### config.mk
export PLATFORM = sky130hd
export DESIGN_NAME = rv32_decode_stage_flat
export DESIGN_NICKNAME = d
export VERILOG_FILES = /design/src/rtl/rv32_pkg.sv /design/src/rtl/rv32_decode_stage_if.sv /design/src/rtl/rv32_imm_gen.sv /design/src/rtl/rv32_decode_stage.sv /design/src/flat_wrapper.sv
export SDC_FILE = /design/constraint.sdc
export NUM_CORES = 1
export LEC_CHECK = 0
export BUFFER_PORTS_ARGS = -buffer_cell sky130_fd_sc_hd__buf_2
export CORE_AREA = 4 4 153 155
export DETAILED_ROUTE_END_ITERATION = 10
export DIE_AREA = 0 0 157 159
export GPL_TIMING_DRIVEN = 0
export PLACE_DENSITY = 0.85
export SETUP_SLACK_MARGIN = 0.15
export SYNTH_ARGS = -nofsm -noshare
export SYNTH_HDL_FRONTEND = slang
export SYNTH_HIERARCHICAL = 1
export SYNTH_SLANG_ARGS = --single-unit
### constraint.sdc
create_clock -name clk -period 2.1 [get_ports clk]
set_clock_uncertainty 0.1 [all_clocks]
set_input_delay 0 -clock clk [delete_from_list [all_inputs] [get_ports clk]]
set_output_delay 0 -clock clk [all_outputs]
set_load 0.01 [all_outputs]
### src/rtl/rv32_pkg.sv
// Shared RV32I decode definitions: opcodes, immediate formats, ALU operations
// and the per-instruction control bundle produced by the decoder.
package rv32_pkg;

    localparam logic [6:0] OPC_LUI    = 7'b0110111;
    localparam logic [6:0] OPC_AUIPC  = 7'b0010111;
    localparam logic [6:0] OPC_JAL    = 7'b1101111;
    localparam logic [6:0] OPC_JALR   = 7'b1100111;
    localparam logic [6:0] OPC_BRANCH = 7'b1100011;
    localparam logic [6:0] OPC_LOAD   = 7'b0000011;
    localparam logic [6:0] OPC_STORE  = 7'b0100011;
    localparam logic [6:0] OPC_OP_IMM = 7'b0010011;
    localparam logic [6:0] OPC_OP     = 7'b0110011;

    typedef enum logic [2:0] {
        IMM_I    = 3'd0,
        IMM_S    = 3'd1,
        IMM_B    = 3'd2,
        IMM_U    = 3'd3,
        IMM_J    = 3'd4,
        IMM_NONE = 3'd5
    } imm_fmt_e;

    // Branches reuse SUB (equality) and SLT/SLTU (ordering); LUI passes the
    // immediate straight through.
    typedef enum logic [3:0] {
        ALU_ADD  = 4'd0,
        ALU_SUB  = 4'd1,
        ALU_SLL  = 4'd2,
        ALU_SLT  = 4'd3,
        ALU_SLTU = 4'd4,
        ALU_XOR  = 4'd5,
        ALU_SRL  = 4'd6,
        ALU_SRA  = 4'd7,
        ALU_OR   = 4'd8,
        ALU_AND  = 4'd9,
        ALU_PASS = 4'd10
    } alu_op_e;

    typedef struct packed {
        alu_op_e  alu_op;
        imm_fmt_e imm_fmt;
        logic     is_load;
        logic     is_store;
        logic     writes_rd;   // class writes rd (before the rd==0 check)
        logic     illegal;
        logic     uses_rs1;
        logic     uses_rs2;
    } ctrl_t;

    // Integer ALU op from funct3; sub_sel/sra_sel carry instr[30] where it matters.
    function automatic alu_op_e arith_op(input logic [2:0] funct3,
                                         input logic       sub_sel,
                                         input logic       sra_sel);
        case (funct3)
            3'd0:    return sub_sel ? ALU_SUB : ALU_ADD;
            3'd1:    return ALU_SLL;
            3'd2:    return ALU_SLT;
            3'd3:    return ALU_SLTU;
            3'd4:    return ALU_XOR;
            3'd5:    return sra_sel ? ALU_SRA : ALU_SRL;
            3'd6:    return ALU_OR;
            default: return ALU_AND;
        endcase
    endfunction

    // Control decode from opcode, funct3 and instr[30]. Unknown opcodes are
    // flagged illegal, use no sources, write nothing and carry ALU_ADD.
    function automatic ctrl_t decode_ctrl(input logic [6:0] opcode,
                                          input logic [2:0] funct3,
                                          input logic       alt);
        ctrl_t c;
        c.alu_op    = ALU_ADD;
        c.imm_fmt   = IMM_NONE;
        c.is_load   = 1'b0;
        c.is_store  = 1'b0;
        c.writes_rd = 1'b0;
        c.illegal   = 1'b0;
        c.uses_rs1  = 1'b0;
        c.uses_rs2  = 1'b0;
        case (opcode)
            OPC_LUI: begin
                c.imm_fmt   = IMM_U;
                c.alu_op    = ALU_PASS;
                c.writes_rd = 1'b1;
            end
            OPC_AUIPC: begin
                c.imm_fmt   = IMM_U;
                c.writes_rd = 1'b1;
            end
            OPC_JAL: begin
                c.imm_fmt   = IMM_J;
                c.writes_rd = 1'b1;
            end
            OPC_JALR: begin
                c.imm_fmt   = IMM_I;
                c.writes_rd = 1'b1;
                c.uses_rs1  = 1'b1;
            end
            OPC_BRANCH: begin
                c.imm_fmt  = IMM_B;
                c.uses_rs1 = 1'b1;
                c.uses_rs2 = 1'b1;
                case (funct3[2:1])
                    2'b10:   c.alu_op = ALU_SLT;
                    2'b11:   c.alu_op = ALU_SLTU;
                    default: c.alu_op = ALU_SUB;
                endcase
            end
            OPC_LOAD: begin
                c.imm_fmt   = IMM_I;
                c.is_load   = 1'b1;
                c.writes_rd = 1'b1;
                c.uses_rs1  = 1'b1;
            end
            OPC_STORE: begin
                c.imm_fmt  = IMM_S;
                c.is_store = 1'b1;
                c.uses_rs1 = 1'b1;
                c.uses_rs2 = 1'b1;
            end
            OPC_OP_IMM: begin
                c.imm_fmt   = IMM_I;
                c.alu_op    = arith_op(funct3, 1'b0, alt);
                c.writes_rd = 1'b1;
                c.uses_rs1  = 1'b1;
            end
            OPC_OP: begin
                c.alu_op    = arith_op(funct3, alt, alt);
                c.writes_rd = 1'b1;
                c.uses_rs1  = 1'b1;
                c.uses_rs2  = 1'b1;
            end
            default: c.illegal = 1'b1;
        endcase
        return c;
    endfunction

endpackage

### src/rtl/rv32_decode_stage_if.sv
// Fetch -> decode valid/ready handshake carrying the instruction and its PC.
interface rv32_decode_stage_if #(
    parameter int DATA_WIDTH = 32
);
    logic                  if_valid;
    logic                  if_ready;
    logic [31:0]           if_instr;
    logic [DATA_WIDTH-1:0] if_pc;

    modport master (output if_valid, output if_instr, output if_pc, input if_ready);
    modport slave  (input if_valid, input if_instr, input if_pc, output if_ready);
endinterface

### src/rtl/rv32_imm_gen.sv
// RV32I immediate generator: assembles the I/S/B/U/J immediate and
// sign-extends it (from instr[31]) to DATA_WIDTH.
module rv32_imm_gen
    import rv32_pkg::*;
#(
    parameter int DATA_WIDTH = 32
) (
    input  logic [31:7]           instr,
    input  imm_fmt_e              fmt,
    output logic [DATA_WIDTH-1:0] imm
);

    logic [31:0] imm32;

    // Bit scatter per immediate format; formats without an immediate give 0.
    always_comb begin
        imm32 = '0;
        case (fmt)
            IMM_I:   imm32 = {{21{instr[31]}}, instr[30:20]};
            IMM_S:   imm32 = {{21{instr[31]}}, instr[30:25], instr[11:7]};
            IMM_B:   imm32 = {{20{instr[31]}}, instr[7], instr[30:25], instr[11:8], 1'b0};
            IMM_U:   imm32 = {instr[31:12], 12'b0};
            IMM_J:   imm32 = {{12{instr[31]}}, instr[19:12], instr[20], instr[30:21], 1'b0};
            default: imm32 = '0;
        endcase
    end

    assign imm = DATA_WIDTH'(signed'(imm32));

endmodule

### src/rtl/rv32_decode_stage.sv
// RV32I decode stage: addresses the register file straight from the incoming
// instruction, decodes control and immediate, and captures everything into a
// single ID/EX register behind a valid/ready handshake with load-use
// interlock and flush.
module rv32_decode_stage
    import rv32_pkg::*;
#(
    parameter int  DATA_WIDTH    = 32,
    parameter int  NUM_REGISTERS = 32,
    localparam int AW            = $clog2(NUM_REGISTERS)
) (
    input  logic                  clk,
    input  logic                  rst,          // asynchronous, active low
    rv32_decode_stage_if.slave    fetch,
    input  logic                  flush,
    output logic [AW-1:0]         reg_rd0,
    output logic [AW-1:0]         reg_rd1,
    input  logic [DATA_WIDTH-1:0] data_out0,
    input  logic [DATA_WIDTH-1:0] data_out1,
    output logic                  id_valid,
    input  logic                  ex_ready,
    output logic [DATA_WIDTH-1:0] id_pc,
    output logic [DATA_WIDTH-1:0] id_rs1_val,
    output logic [DATA_WIDTH-1:0] id_rs2_val,
    output logic [DATA_WIDTH-1:0] id_imm,
    output logic [AW-1:0]         id_rs1,
    output logic [AW-1:0]         id_rs2,
    output logic [AW-1:0]         id_rd,
    output alu_op_e               id_alu_op,
    output logic                  id_is_load,
    output logic                  id_is_store,
    output logic                  id_reg_write,
    output logic                  id_illegal
);

    logic [31:0]           instr;
    logic [AW-1:0]         rs1_f;
    logic [AW-1:0]         rs2_f;
    logic [AW-1:0]         rd_f;
    ctrl_t                 ctrl;
    logic [DATA_WIDTH-1:0] imm;
    logic                  hazard;
    logic                  ready_int;
    logic                  accept;
    logic                  reg_write_dec;

    assign instr = fetch.if_instr;
    assign rs1_f = AW'(instr[19:15]);
    assign rs2_f = AW'(instr[24:20]);
    assign rd_f  = AW'(instr[11:7]);

    // The register file is addressed directly from the fetch bus so its read
    // data arrives in the same cycle the instruction is accepted.
    assign reg_rd0 = rs1_f;
    assign reg_rd1 = rs2_f;

    assign ctrl = decode_ctrl(instr[6:0], instr[14:12], instr[30]);

    rv32_imm_gen #(
        .DATA_WIDTH (DATA_WIDTH)
    ) u_imm_gen (
        .instr (instr[31:7]),
        .fmt   (ctrl.imm_fmt),
        .imm   (imm)
    );

    // A load sitting in ID/EX cannot supply its result to the very next
    // instruction; hold that instruction back for one bubble so EX can
    // forward from MEM afterwards.
    assign hazard = id_valid && id_is_load && (id_rd != '0) &&
                    ((ctrl.uses_rs1 && (rs1_f == id_rd)) ||
                     (ctrl.uses_rs2 && (rs2_f == id_rd)));

    assign ready_int      = !flush && !hazard && (!id_valid || ex_ready);
    assign fetch.if_ready = ready_int;
    assign accept         = fetch.if_valid && ready_int;

    // x0 writes, stores, branches and illegal opcodes never write back.
    assign reg_write_dec = ctrl.writes_rd && (rd_f != '0);

    // ID/EX register: flush kills, accept loads, EX consumption leaves a
    // bubble, otherwise everything holds. Data fields are left stale on
    // flush/bubble since id_valid qualifies them.
    always_ff @(posedge clk or negedge rst) begin
        if (!rst) begin
            id_valid     <= 1'b0;
            id_pc        <= '0;
            id_rs1_val   <= '0;
            id_rs2_val   <= '0;
            id_imm       <= '0;
            id_rs1       <= '0;
            id_rs2       <= '0;
            id_rd        <= '0;
            id_alu_op    <= ALU_ADD;
            id_is_load   <= 1'b0;
            id_is_store  <= 1'b0;
            id_reg_write <= 1'b0;
            id_illegal   <= 1'b0;
        end else if (flush) begin
            id_valid <= 1'b0;
        end else if (accept) begin
            id_valid     <= 1'b1;
            id_pc        <= fetch.if_pc;
            id_rs1_val   <= data_out0;
            id_rs2_val   <= data_out1;
            id_imm       <= imm;
            id_rs1       <= rs1_f;
            id_rs2       <= rs2_f;
            id_rd        <= rd_f;
            id_alu_op    <= ctrl.alu_op;
            id_is_load   <= ctrl.is_load;
            id_is_store  <= ctrl.is_store;
            id_reg_write <= reg_write_dec;
            id_illegal   <= ctrl.illegal;
        end else if (ex_ready) begin
            id_valid <= 1'b0;
        end
    end

endmodule

### src/flat_wrapper.sv
// flat-port wrapper written by rule: the top's interface ports become plain ports
module rv32_decode_stage_flat import rv32_pkg::*;
#(
    parameter int  DATA_WIDTH    = 32,
    parameter int  NUM_REGISTERS = 32,
    localparam int AW            = $clog2(NUM_REGISTERS)
)
  (clk, rst, flush, reg_rd0, reg_rd1, data_out0, data_out1, id_valid, ex_ready, id_pc, id_rs1_val, id_rs2_val, id_imm, id_rs1, id_rs2, id_rd, id_alu_op, id_is_load, id_is_store, id_reg_write, id_illegal, fetch_if_valid, fetch_if_instr, fetch_if_pc, fetch_if_ready);
  rv32_decode_stage_if #(.DATA_WIDTH(DATA_WIDTH)) fetch_i ();
  input  logic clk;
  input  logic rst;
  input  logic flush;
  output logic [AW-1:0] reg_rd0;
  output logic [AW-1:0] reg_rd1;
  input  logic [DATA_WIDTH-1:0] data_out0;
  input  logic [DATA_WIDTH-1:0] data_out1;
  output logic id_valid;
  input  logic ex_ready;
  output logic [DATA_WIDTH-1:0] id_pc;
  output logic [DATA_WIDTH-1:0] id_rs1_val;
  output logic [DATA_WIDTH-1:0] id_rs2_val;
  output logic [DATA_WIDTH-1:0] id_imm;
  output logic [AW-1:0] id_rs1;
  output logic [AW-1:0] id_rs2;
  output logic [AW-1:0] id_rd;
  output alu_op_e id_alu_op;
  output logic id_is_load;
  output logic id_is_store;
  output logic id_reg_write;
  output logic id_illegal;
  input wire logic [$bits(fetch_i.if_valid)-1:0] fetch_if_valid;
  input wire logic [$bits(fetch_i.if_instr)-1:0] fetch_if_instr;
  input wire logic [$bits(fetch_i.if_pc)-1:0] fetch_if_pc;
  output wire logic [$bits(fetch_i.if_ready)-1:0] fetch_if_ready;
  assign fetch_i.if_valid = fetch_if_valid;
  assign fetch_i.if_instr = fetch_if_instr;
  assign fetch_i.if_pc = fetch_if_pc;
  assign fetch_if_ready = fetch_i.if_ready;
  rv32_decode_stage #(.DATA_WIDTH(DATA_WIDTH), .NUM_REGISTERS(NUM_REGISTERS)) u_core (.clk(clk), .rst(rst), .fetch(fetch_i), .flush(flush), .reg_rd0(reg_rd0), .reg_rd1(reg_rd1), .data_out0(data_out0), .data_out1(data_out1), .id_valid(id_valid), .ex_ready(ex_ready), .id_pc(id_pc), .id_rs1_val(id_rs1_val), .id_rs2_val(id_rs2_val), .id_imm(id_imm), .id_rs1(id_rs1), .id_rs2(id_rs2), .id_rd(id_rd), .id_alu_op(id_alu_op), .id_is_load(id_is_load), .id_is_store(id_is_store), .id_reg_write(id_reg_write), .id_illegal(id_illegal));
endmodule
==> results of run 1 <==
state kept, by name, indices dropped and copies added (netlist names):
name	count
u_core/id_rs2	5
u_core/id_pc	32
u_core/id_alu_op	4
u_core/id_rs1_val	32
u_core/id_rs1	5
u_core/id_is_store	1
u_core/id_reg_write	1
u_core/id_valid	1
u_core/id_rs2_val	32
u_core/id_imm	32
u_core/id_illegal	1
u_core/id_rd	5
u_core/id_is_load	1
area by class of cell:
| cell class | count | area share |
|---|---|---|
| multi-input cells | 895 | 0.3881 |
| repair buffers | 507 | 0.2528 |
| flip-flops and latches | 152 | 0.2177 |
| plain buffers | 184 | 0.08354 |
| clock buffers | 20 | 0.02610 |
| well taps | 280 | 0.02003 |
| clock inverters | 12 | 0.009512 |
| inverters | 8 | 0.001716 |
| diodes | 3 | 0.0004291 |
kinds of logic (layout without fill, tap and decap cells):
kind of cell / Yosys count / count (layout) / share of synthesized area
AOI/OAI and AO/OA: 502 / 502 / 0.3649
xor gates and xnor gates: 10 / 10 / 0.008195
adders and majority gates: 1 / 1 / 0.001054
buffers and inverters: 192 / 731 / 0.08312
DFF: 152 / 152 / 0.3559
muxes: 7 / 7 / 0.007141
other: 0 / 3 / 0
and+or+nand+nor: 375 / 375 / 0.1797
critical path, stage by stage, from the launching register on:
cell and delay (ns):
dfrtp_2 0.40, or4_4 0.55, o211a_1 0.26, buf_8 0.15, clkbuf_16 0.14, buf_8 0.12
a21oi_2 0.13, buf_2 0.15
routing by layer:
metal | vias up | wire [µm] | share of wire | track usage
li1 | 5998 | - | - | -
met1 | 6951 | 18520 | 0.34 | 0.5105
met2 | 1620 | 24440 | 0.45 | 0.6114
met3 | 432 | 7471 | 0.14 | 0.1076
met4 | 4 | 4125 | 0.076 | 0.2312
met5 | - | 21 | 0.00038 | 0
placed cells by master (no fill, tap or decap), types with 30 or more instances in the layout:
cell type      instances
dfrtp_1              148
buf_4                 31
clkbuf_16             30
nand3_2              133
a21boi_0             149
buf_2                297
clkbuf_1              58
o211ai_1             145
a41oi_1              142
clkbuf_2              39
buf_12                30
nand3_1              155
dlygate4sd3_1        121
buf_8                 32
metrics by stage:
stage | instances | setup WS, ns | hold WS [ns]
final | 2061 | -0.3186 | 0.01752
after global routing | 2060 | -0.3460 | 0.04107
after CTS | 2036 | -0.2737 | 0.001048
after detailed placement | 1814 | -0.7472 | -0.09342
after global placement | 1813 | -1.777 | 0.1419
after floorplan | 1239 | 0.04826 | -0.3956
worst min-delay path by stage:
stage	startpoint	end	slack, ns	cells after the start
2_1_floorplan	rst	u_core/id_alu_op[0]$_DFFE_PN0P_	-0.40	0
3_3_place_gp	flush	u_core/id_valid$_DFFE_PN0P_	0.14	2
3_5_place_dp	rst	u_core/id_pc[0]$_DFFE_PN0P_	-0.09	1
4_1_cts	fetch_if_instr[20]	u_core/id_imm[20]$_DFFE_PN0P_	0.001	5
5_1_grt	fetch_if_instr[20]	u_core/id_imm[20]$_DFFE_PN0P_	0.04	5
6_report	rst	u_core/id_pc[0]$_DFFE_PN0P_	0.02	2
what timing repair did:
| item | in CTS | in global routing |
|---|---|---|
| setup endpoints to repair | 153 | 153 |
| pin swaps | 48 | 41 |
| hold buffers | 121 | 0 |
| setup buffers | 45 | 10 |
| endpoints found under the hold margin | 276 | 0 |
| resized for setup | 303 | 114 |
| gates cloned | 24 | 12 |
power by group through the flow:
stage	sequential [µW]	clock (µW)	combinational [µW]
after floorplan	3920	0	1230
after global placement	3780	0	2450
after detailed placement	3800	0	2530
after CTS	3790	3350	2840
after global routing	3900	3490	3260
final	3870	3380	3090
==> metrics, run 1 <==
Commonest cells post-synth=294 x nand3_1, 152 x dfrtp_1, 149 x a21boi_0; unrepaired setup endpoints after global routing=yes; Final Worst Setup Slack=-0.3186 ns; total power=roughly 10000 µW; clock tree from TritonCTS=built; DP HPWL=between 20000 and 30000 µm; Die H=159 µm; Max VDD drop=0.4080 mV; largest net degree at the start of global routing=83; Yosys reg bits=~150; min cycle time layout=around 2.4 ns; post-synthesis sequential area ratio=0.3559; Critical Path End Type=primary output; Netlist cell types=about 50; port bufs=294; CTS Buf Count=17; syn_nets=around 1400; clock sink count=152; FF+latch area=0.003809 mm²; Final Util=0.8016; worst-skew pair later-pin latency=0.43 ns; routed vias/inst=7.280; remaining antenna violation count=0; Flop pwr share=0.374; area of the multi-input gates=0.006790 mm²; switching share of power=0.3531; relative max-transition margin=0.2851; H-Tree Depth=4; Post-synth EDFFs=0; violated checks=setup timing; area grow syn2layout=63.69%; Post-synth ARST share=1.000; top_reg_cell synth=dfrtp_1; Reg2Reg Depth=12; Cell Int Power=~6700 µW; clock power share=0.327; maxcap violations=0; global route overflow=0; initial DRC count=2294; ranking of synthesized cells by area=dfrtp_1 36%, nand3_1 14%, a41oi_1 12%, a21boi_0 10%, o211ai_1 10%; Critical path origin=u_core/id_rd[3]$_DFFE_PN0P_; Required @ worst endpoint=2.00 ns; die area=0.02496 mm²; cell count after synthesis=between 1000 and 1500; post-route design area=0.01749 mm²; critical path type=flop to primary output; f_max=0.4135 GHz; final setup violation count=~150; status=finished with violations; Max Slew Vio Count=0; Initial Util=0.4897; pwr/cell area=590.7 mW/mm²; Routed WL per cell=approximately 26 µm; cell leakage power=0.006714 µW; clock slew seen by the registers of the worst setup and hold paths=around 0.08 ns; via count=between 15000 and 20000; Final period util=1.152; post-placement cell area=0.01264 mm²; Pre-Repair DR Iteration Count=7; aggregate routed wire length=around 55000 µm; clock tree buffer depth=2; final setup TNS=-31.90 ns; CORE AREA=0.02182 mm²; layout cells sized above 1=0.3943; Yosys warning count=6; Worst-Margin Slew=approximately 1.1 ns; NetSw=3649 µW; combinational power share=0.299; Die Width=157 µm; mapped cell area=between 0.01 and 0.015 mm²; Total Routing Usage GR=0.4009; initial antenna violation count=4; Fillers=approximately 1200; Synth area leader=dfrtp_1; final hold vios=0; Residual DRC=0; Ports=roughly 300; crit path DAT=2.32 ns; Root Driver=clkbuf_16; CP Max Fanout=3; vias in the first global route=14320; type of origin of the critical path=flop; post-synth top area share=0.3559; Rows=54; most frequent cell after synthesis=nand3_1; Reg-to-Reg Start=u_core/id_rd[4]$_DFFE_PN0P_; first-pass GRT wire length=80760 µm; RR Endpoint=u_core/id_pc[8]$_DFFE_PN0P_; nets=1898; worst min-delay path class=input pin to async pin; reg2reg setup slack=-0.30 ns; Setup crit end=fetch_if_ready; routability congestion estimate from global placement=0.9276; Avg Inst Size Synth=8.626 µm²
No activity file was read; power rests on OpenSTA's default activity.
==> inputs of run 2 (changes only) <==
CORE_AREA = 4 4 129 131   (was 4 4 153 155)
DIE_AREA = 0 0 133 135   (was 0 0 157 159)
PLACE_DENSITY = 0.83   (was 0.85)
SYNTH_HIERARCHICAL = default   (was 1)
==> run 2 against run 1 <==
  * The run still ends with setup timing left
  * Synthesized cell count fell by 62%
  * Via count fell by 59%
  * Register-to-register slack lost 0.12 ns
  * Highest routed layer is now met4
  * Hold slack improved by 0.019 ns
  * Critical endpoint is now u_core.id_rs1_val[0]$_DFFE_PN0P_
  * Sequential share of layout area grew 13 points
==> metrics, run 2 <==
status=finished with violations (unchanged); violated checks=setup timing (unchanged); commonest non-fill, non-tap cell in the layout=buf_2 (unchanged); maxcap violations=0 (unchanged); Top delay family on crit path=simple AND/OR/NAND/NOR gates (was buffers and inverters); largest net degree at the start of global routing=86 (was 83); final hold vios=0 (unchanged); switching share of power=0.2740 (was 0.3531); clock tree from TritonCTS=built (unchanged); routed vias/inst=5.282 (was 7.280); final setup violation count=151 (was 153); nets=1060 (was 1898); clock slew seen by the registers of the worst setup and hold paths=0.06 ns (was 0.08 ns); Yosys warning count=0 (was 6); Yosys reg bits=152 (unchanged); worst-skew pair later-pin latency=0.42 ns (was 0.43 ns); clock sink count=152 (unchanged); NetSw=2560 µW (was 3649 µW); relative max-transition margin=0.4456 (was 0.2851); Cell Int Power=6780 µW (was 6685 µW); Antenna diodes=0 (was 3); Die Width=133 µm (was 157 µm); remaining antenna violation count=0 (unchanged); Max VDD drop=0.6134 mV (was 0.4080 mV); CP most frequent cell=buf_12 (was buf_8); port bufs=292 (was 294); f_max=0.3969 GHz (was 0.4135 GHz); CTS Buf Count=17 (unchanged); area grow syn2layout=70.27% (was 63.69%); Commonest cells post-synth=152 x dfrtp_1, 69 x mux2_1, 51 x mux2_2 (was 294 x nand3_1, 152 x dfrtp_1, 149 x a21boi_0); Reg-to-Reg Start=u_core.id_rd[2]$_DFFE_PN0P_ (was u_core/id_rd[4]$_DFFE_PN0P_); Required @ worst endpoint=2.30 ns (was 2.00 ns); clock tree buffer depth=2 (unchanged); most frequent cell after synthesis=dfrtp_1 (was nand3_1); Flop pwr share=0.392 (was 0.374); CP bufs+invs=3 (was 4); worst min-delay path class=input pin to async pin (unchanged); H-Tree Depth=4 (unchanged); critical path type=flop to flop (was flop to primary output); Final period util=1.200 (was 1.152); vias in the first global route=6382 (was 14320); aggregate routed wire length=24670 µm (was 54580 µm); slowest CP cell=or4_4 (unchanged); first-pass GRT wire length=34870 µm (was 80760 µm); most frequent cells in the layout=293 x buf_2, 150 x dfrtp_1, 126 x dlygate4sd3_1 (was 297 x buf_2, 155 x nand3_1, 149 x a21boi_0); RR Endpoint=u_core.id_rs1_val[0]$_DFFE_PN0P_ (was u_core/id_pc[8]$_DFFE_PN0P_); Final Worst Setup Slack=-0.4197 ns (was -0.3186 ns); Initial Util=0.4182 (was 0.4897); Routed WL per cell=21.34 µm (was 26.48 µm); Synth area leader=dfrtp_1 (unchanged); DP HPWL=13840 µm (was 28950 µm); pwr/cell area=841.0 mW/mm² (was 590.7 mW/mm²); layout cells sized above 1=0.5457 (was 0.3943); crit path DAT=2.72 ns (was 2.32 ns); Rows=46 (was 54); Max Slew Vio Count=0 (unchanged); combinational power share=0.246 (was 0.299); via count=6106 (was 15010); syn_nets=598 (was 1372); top_reg_cell synth=dfrtp_1 (unchanged); ranking of synthesized cells by area=dfrtp_1 58%, mux2_1 12%, mux2_2 8.8%, o22a_1 3.5%, a211o_1 2.8% (was dfrtp_1 36%, nand3_1 14%, a41oi_1 12%, a21boi_0 10%, o211ai_1 10%); cell leakage power=0.005399 µW (was 0.006714 µW); post-synthesis sequential area ratio=0.5832 (was 0.3559); Netlist cell types=43 (was 51); cell count after synthesis=465 (was 1239); Root Driver=clkbuf_16 (unchanged); final setup TNS=-49.23 ns (was -31.90 ns); min cycle time layout=2.520 ns (was 2.419 ns); initial antenna violation count=0 (was 4); type of origin of the critical path=flop (unchanged); routability congestion estimate from global placement=0.8772 (was 0.9276); Reg2Reg Depth=8 (was 12); post-synth top area share=0.5832 (was 0.3559); mapped cell area=0.006523 mm² (was 0.01069 mm²); Total Routing Usage GR=0.2466 (was 0.4009); post-placement cell area=0.008297 mm² (was 0.01264 mm²); Die H=135 µm (was 159 µm); worst path cell trace=or4_4 -> o22a_1 -> and4_4 -> a21oi_4 -> buf_6 -> buf_12 -> buf_12 -> mux2_4 (was or4_4 -> o211a_1 -> buf_8 -> clkbuf_16 -> buf_8 -> a21oi_2 -> buf_2); CORE AREA=0.01560 mm² (was 0.02182 mm²); biggest cell delay along the critical path=0.48 ns (was 0.55 ns); reg2reg setup slack=-0.42 ns (was -0.30 ns); Fillers=973 (was 1202); initial DRC count=411 (was 2294); clock power share=0.362 (was 0.327); unrepaired setup endpoints after global routing=yes (unchanged); die area=0.01796 mm² (was 0.02496 mm²); Critical Path End Type=flop (was primary output); Post-synth EDFFs=0 (unchanged); Min Hold Slack=0.03629 ns (was 0.01752 ns); Ports=296 (unchanged); Post-synth ARST share=1.000 (unchanged); Final Util=0.7120 (was 0.8016); CP Max Fanout=10 (was 3); global route overflow=0 (unchanged); post-route design area=0.01111 mm² (was 0.01749 mm²); Avg Inst Size Synth=14.03 µm² (was 8.626 µm²); Residual DRC=0 (unchanged); Pre-Repair DR Iteration Count=5 (was 7); Placement Setup Slack=-0.5430 ns (was -0.7472 ns); Worst-Margin Slew=0.8316 ns (was 1.072 ns)
[run 2: changes by cell type in the layout (fill, tap and decap cells not counted), sizes merged, moves of 12 or more]
cell / delta
a41oi: -143
a21oi: -12
o211ai: -146
a21boi: -148
a211o: +16
mux2: +115
clkbuf: -111
o22a: +26
nand3: -287
nand2: -24
buf: -106
[run 2: worst register-to-register path, cell delays in order (launching register included)]
cell and delay [ns]:
dfrtp_2 0.43, or4_4 0.48, o22a_1 0.24, and4_4 0.17, a21oi_4 0.19, buf_6 0.16, buf_12 0.14, buf_12 0.16
mux2_4 0.33
[run 2: what timing repair did]
item                                   in CTS  in global routing
setup buffers                               9                  4
hold buffers                              126                  0
setup endpoints to repair                 152                152
gates resized for setup                    68                 71
pin swaps                                   4                  8
gates cloned                                2                  9
endpoints found under the hold margin     212                  0
[run 2: area by class of cell]
type	instances	area (µm²)	share of cell area
multi-input combinational	266	2784	0.2507
clock buffer	18	429.2	0.03864
sequential	152	3806	0.3427
buffer	38	405.4	0.03650
tap	216	270.3	0.02434
inverter	9	33.78	0.003042
clock inverter	14	219.0	0.01972
timing repair buffer	443	3158	0.2844
[run 2: power groups by stage]
| stage | Clock (µW) | Combinational (µW) | Sequential, µW |
|---|---|---|---|
| final | 3380 | 2290 | 3670 |
| after global routing | 3550 | 2420 | 3710 |
| after CTS | 3430 | 2020 | 3610 |
| after detailed placement | 0 | 1640 | 3660 |
| after global placement | 0 | 1590 | 3630 |
| after floorplan | 0 | 583 | 3860 |
[run 2: kinds of logic after synthesis]
kind of cell           count (synthesis)  synth area share
flip-flops                           152            0.5832
XOR/XNOR                              10           0.01343
AO/OA/AOI/OAI                         87            0.1080
AND/OR/NAND/NOR                       48           0.04258
buffers and inverters                 47           0.04412
multiplexers                         121            0.2087
[run 2: how the worst max path moves through the flow]
| stage | cells after the start | end | slack (ns) | start |
|---|---|---|---|---|
| floorplan | 7 | u_core.id_pc[11]$_DFFE_PN0P_ | -0.25 | u_core.id_rd[0]$_DFFE_PN0P_ |
| CTS | 8 | u_core.id_rs2_val[14]$_DFFE_PN0P_ | -0.42 | u_core.id_rd[0]$_DFFE_PN0P_ |
| detailed placement | 7 | u_core.id_rs2_val[14]$_DFFE_PN0P_ | -0.54 | u_core.id_rd[0]$_DFFE_PN0P_ |
| global placement | 1 | u_core.id_rd[0]$_DFFE_PN0P_ | -1.55 | rst |
| finish | 8 | u_core.id_rs1_val[0]$_DFFE_PN0P_ | -0.42 | u_core.id_rd[2]$_DFFE_PN0P_ |
| global route | 8 | u_core.id_rs1_val[0]$_DFFE_PN0P_ | -0.48 | u_core.id_rd[3]$_DFFE_PN0P_ |
[run 2: metrics by stage]
step                      cells  total power [µW]
after detailed placement    974              5305
after global routing       1156              9681
final                      1156              9340
after floorplan             465              4444
after global placement      973              5227
after CTS                  1143              9063
[run 2: per-layer routing]
| metal | part of all wire | up-vias | GRT usage |
|---|---|---|---|
| li1 | - | 2635 | - |
| met1 | 0.37 | 3046 | 0.2823 |
| met2 | 0.52 | 357 | 0.4393 |
| met3 | 0.077 | 68 | 0.06446 |
| met4 | 0.033 | 0 | 0.1010 |
| met5 | 0 | - | 0 |
==> inputs of run 3 (changes only) <==
==> constraint.sdc (replaced) <==
create_clock -name clk -period 2.1 [get_ports clk]
set_clock_uncertainty 0.1 [all_clocks]
set_input_delay 0 -clock clk [delete_from_list [all_inputs] [get_ports clk]]
set_output_delay 0 -clock clk [all_outputs]
set_load 0.05 [all_outputs]
==> run 3 against run 2 <==
  * The flow still finishes with violations (setup timing)
  * Via count fell by 0.39%
  * Final cell count rose by 1.2%
  * Non-clock buffer count rose by 14
  * Die area did not move
  * Hold slack got worse by 0.020 ns
  * Sequential share of layout area fell by 0.82 points
  * Largest cell class unchanged
==> metrics, run 3 (same netlist as run 2, synthesis figures left out) <==
crit path DAT=2.75 ns (was 2.72 ns); Routed WL per cell=21.24 µm (was 21.34 µm); clock sink count=152 (unchanged); Min Hold Slack=0.01633 ns (was 0.03629 ns); Initial Util=0.4182 (unchanged); Pre-Repair DR Iteration Count=5 (unchanged); worst-skew pair later-pin latency=0.42 ns (about the same); aggregate routed wire length=24850 µm (was 24670 µm); die area=0.01796 mm² (unchanged); min cycle time layout=2.555 ns (was 2.520 ns); CORE AREA=0.01560 mm² (unchanged); violated checks=setup timing (unchanged); first-pass GRT wire length=36740 µm (was 34870 µm); Root Driver=clkbuf_16 (unchanged); Ports=296 (unchanged); clock tree buffer depth=2 (unchanged); most frequent cells in the layout=292 x buf_2, 148 x dfrtp_1, 127 x dlygate4sd3_1 (was 293 x buf_2, 150 x dfrtp_1, 126 x dlygate4sd3_1); f_max=0.3914 GHz (was 0.3969 GHz); maxcap violations=0 (unchanged); final setup violation count=151 (unchanged); clock slew seen by the registers of the worst setup and hold paths=0.06 ns (about the same); via count=6082 (was 6106); initial antenna violation count=1 (was 0); status=finished with violations (unchanged); initial DRC count=476 (was 411); nets=1074 (was 1060); Final Worst Setup Slack=-0.4549 ns (was -0.4197 ns); CTS Buf Count=17 (unchanged); vias in the first global route=6559 (was 6382); worst min-delay path class=input pin to flop (was input pin to async pin); DP HPWL=13570 µm (was 13840 µm); Rows=46 (unchanged); H-Tree Depth=4 (unchanged); post-route design area=0.01139 mm² (was 0.01111 mm²); post-placement cell area=0.008307 mm² (was 0.008297 mm²); CP Max Fanout=6 (was 10); Critical path origin=u_core.id_rd[3]$_DFFE_PN0P_ (was u_core.id_rd[2]$_DFFE_PN0P_); Die Width=133 µm (unchanged); Worst-Margin Slew=0.9139 ns (was 0.8316 ns); Max VDD drop=0.5328 mV (was 0.6134 mV); Reg-to-Reg Start=u_core.id_rd[3]$_DFFE_PN0P_ (was u_core.id_rd[2]$_DFFE_PN0P_); critical path type=flop to flop (unchanged); routability congestion estimate from global placement=0.8709 (was 0.8772); clock tree from TritonCTS=built (unchanged); cell leakage power=0.005578 µW (was 0.005399 µW); Residual DRC=0 (unchanged); largest net degree at the start of global routing=85 (was 86); Final period util=1.217 (was 1.200); hold_sp=fetch_if_instr[20]; pwr/cell area=930.7 mW/mm² (was 841.0 mW/mm²); type of origin of the critical path=flop (unchanged); Fillers=933 (was 973); commonest non-fill, non-tap cell in the layout=buf_2 (unchanged); Max Slew Vio Count=0 (unchanged); relative max-transition margin=0.3907 (was 0.4456); remaining antenna violation count=0 (unchanged); Critical Path End Type=flop (unchanged); Die H=135 µm (unchanged); final hold vios=0 (unchanged); Required @ worst endpoint=2.30 ns (about the same); global route overflow=0 (unchanged); Total Routing Usage GR=0.2621 (was 0.2466); port bufs=292 (unchanged); unrepaired setup endpoints after global routing=yes (unchanged); total power=10600 µW (was 9340 µW); Final Util=0.7300 (was 0.7120); routed vias/inst=5.198 (was 5.282); layout cells sized above 1=0.5488 (was 0.5457); area grow syn2layout=74.56% (was 70.27%)
==> run 3: cell type report <==
class | count | area (µm²) | area share
sequential | 152 | 3809 | 0.3345
buffer | 38 | 431.7 | 0.03791
clock buffer | 20 | 456.7 | 0.04011
clock inverter | 11 | 147.6 | 0.01297
timing repair buffer | 457 | 3337 | 0.2931
tap | 216 | 270.3 | 0.02374
multi-input combinational | 266 | 2898 | 0.2545
inverter | 9 | 33.78 | 0.002967
antenna | 1 | 2.502 | 0.0002198
==> run 3: path summary, 6_finish.rpt <==
kind                                                     endpoint  slack [ns]  cells after the start
worst max-delay path            u_core.id_rs2_val[14]$_DFFE_PN0P_       -0.45                      9
worst min register to register   u_core.id_rs2_val[3]$_DFFE_PN0P_        0.40                      1
worst max register to register  u_core.id_rs2_val[14]$_DFFE_PN0P_       -0.45                      9
worst min-delay path                 u_core.id_imm[0]$_DFFE_PN0P_        0.02                      3
min in group asynchronous           u_core.id_imm[16]$_DFFE_PN0P_        0.03                      2
max in group asynchronous       u_core.id_rs1_val[16]$_DFFE_PN0P_        1.01                      3
==> run 3: per-stage QoR <==
step | cells | setup WS, ns | setup TNS, ns
detailed placement | 974 | -0.5434 | -69.79
floorplan | 465 | -0.3637 | -46.81
finish | 1170 | -0.4549 | -54.84
global placement | 973 | -1.580 | -267.98
global route | 1170 | -0.4714 | -58.14
CTS | 1153 | -0.4407 | -53.19
==> run 3: layer usage <==
layer	vias up	part of all wire	GRT usage
li1	2666	-	-
met5	-	0	0
met3	66	0.077	0.06818
met1	3007	0.38	0.3032
met2	343	0.51	0.4636
met4	0	0.031	0.1074
==> run 3: critical path, cell delays in order (launching register included) <==
cell and delay [ns]:
dfrtp_2 0.40, or4_1 0.53, o22a_1 0.24, and4_4 0.17, a21oi_4 0.15, buf_6 0.14, buf_16 0.13, buf_12 0.12
buf_8 0.12, mux2_4 0.30
==> run 3: what timing repair did <==
action                                  in CTS  in global routing
hold endpoints to repair                   212                  0
resized for setup                          142                 41
buffers inserted                            14                 12
endpoints found under the setup margin     152                152
cloned                                       7                  4
pin swaps                                   10                  5
hold buffers                               127                  0
==> run 3: power breakdown <==
part	internal, µW	switching, µW	total, µW
Sequential	3380	287	3660
Combinational	1350	2450	3800
Clock	1930	1210	3140
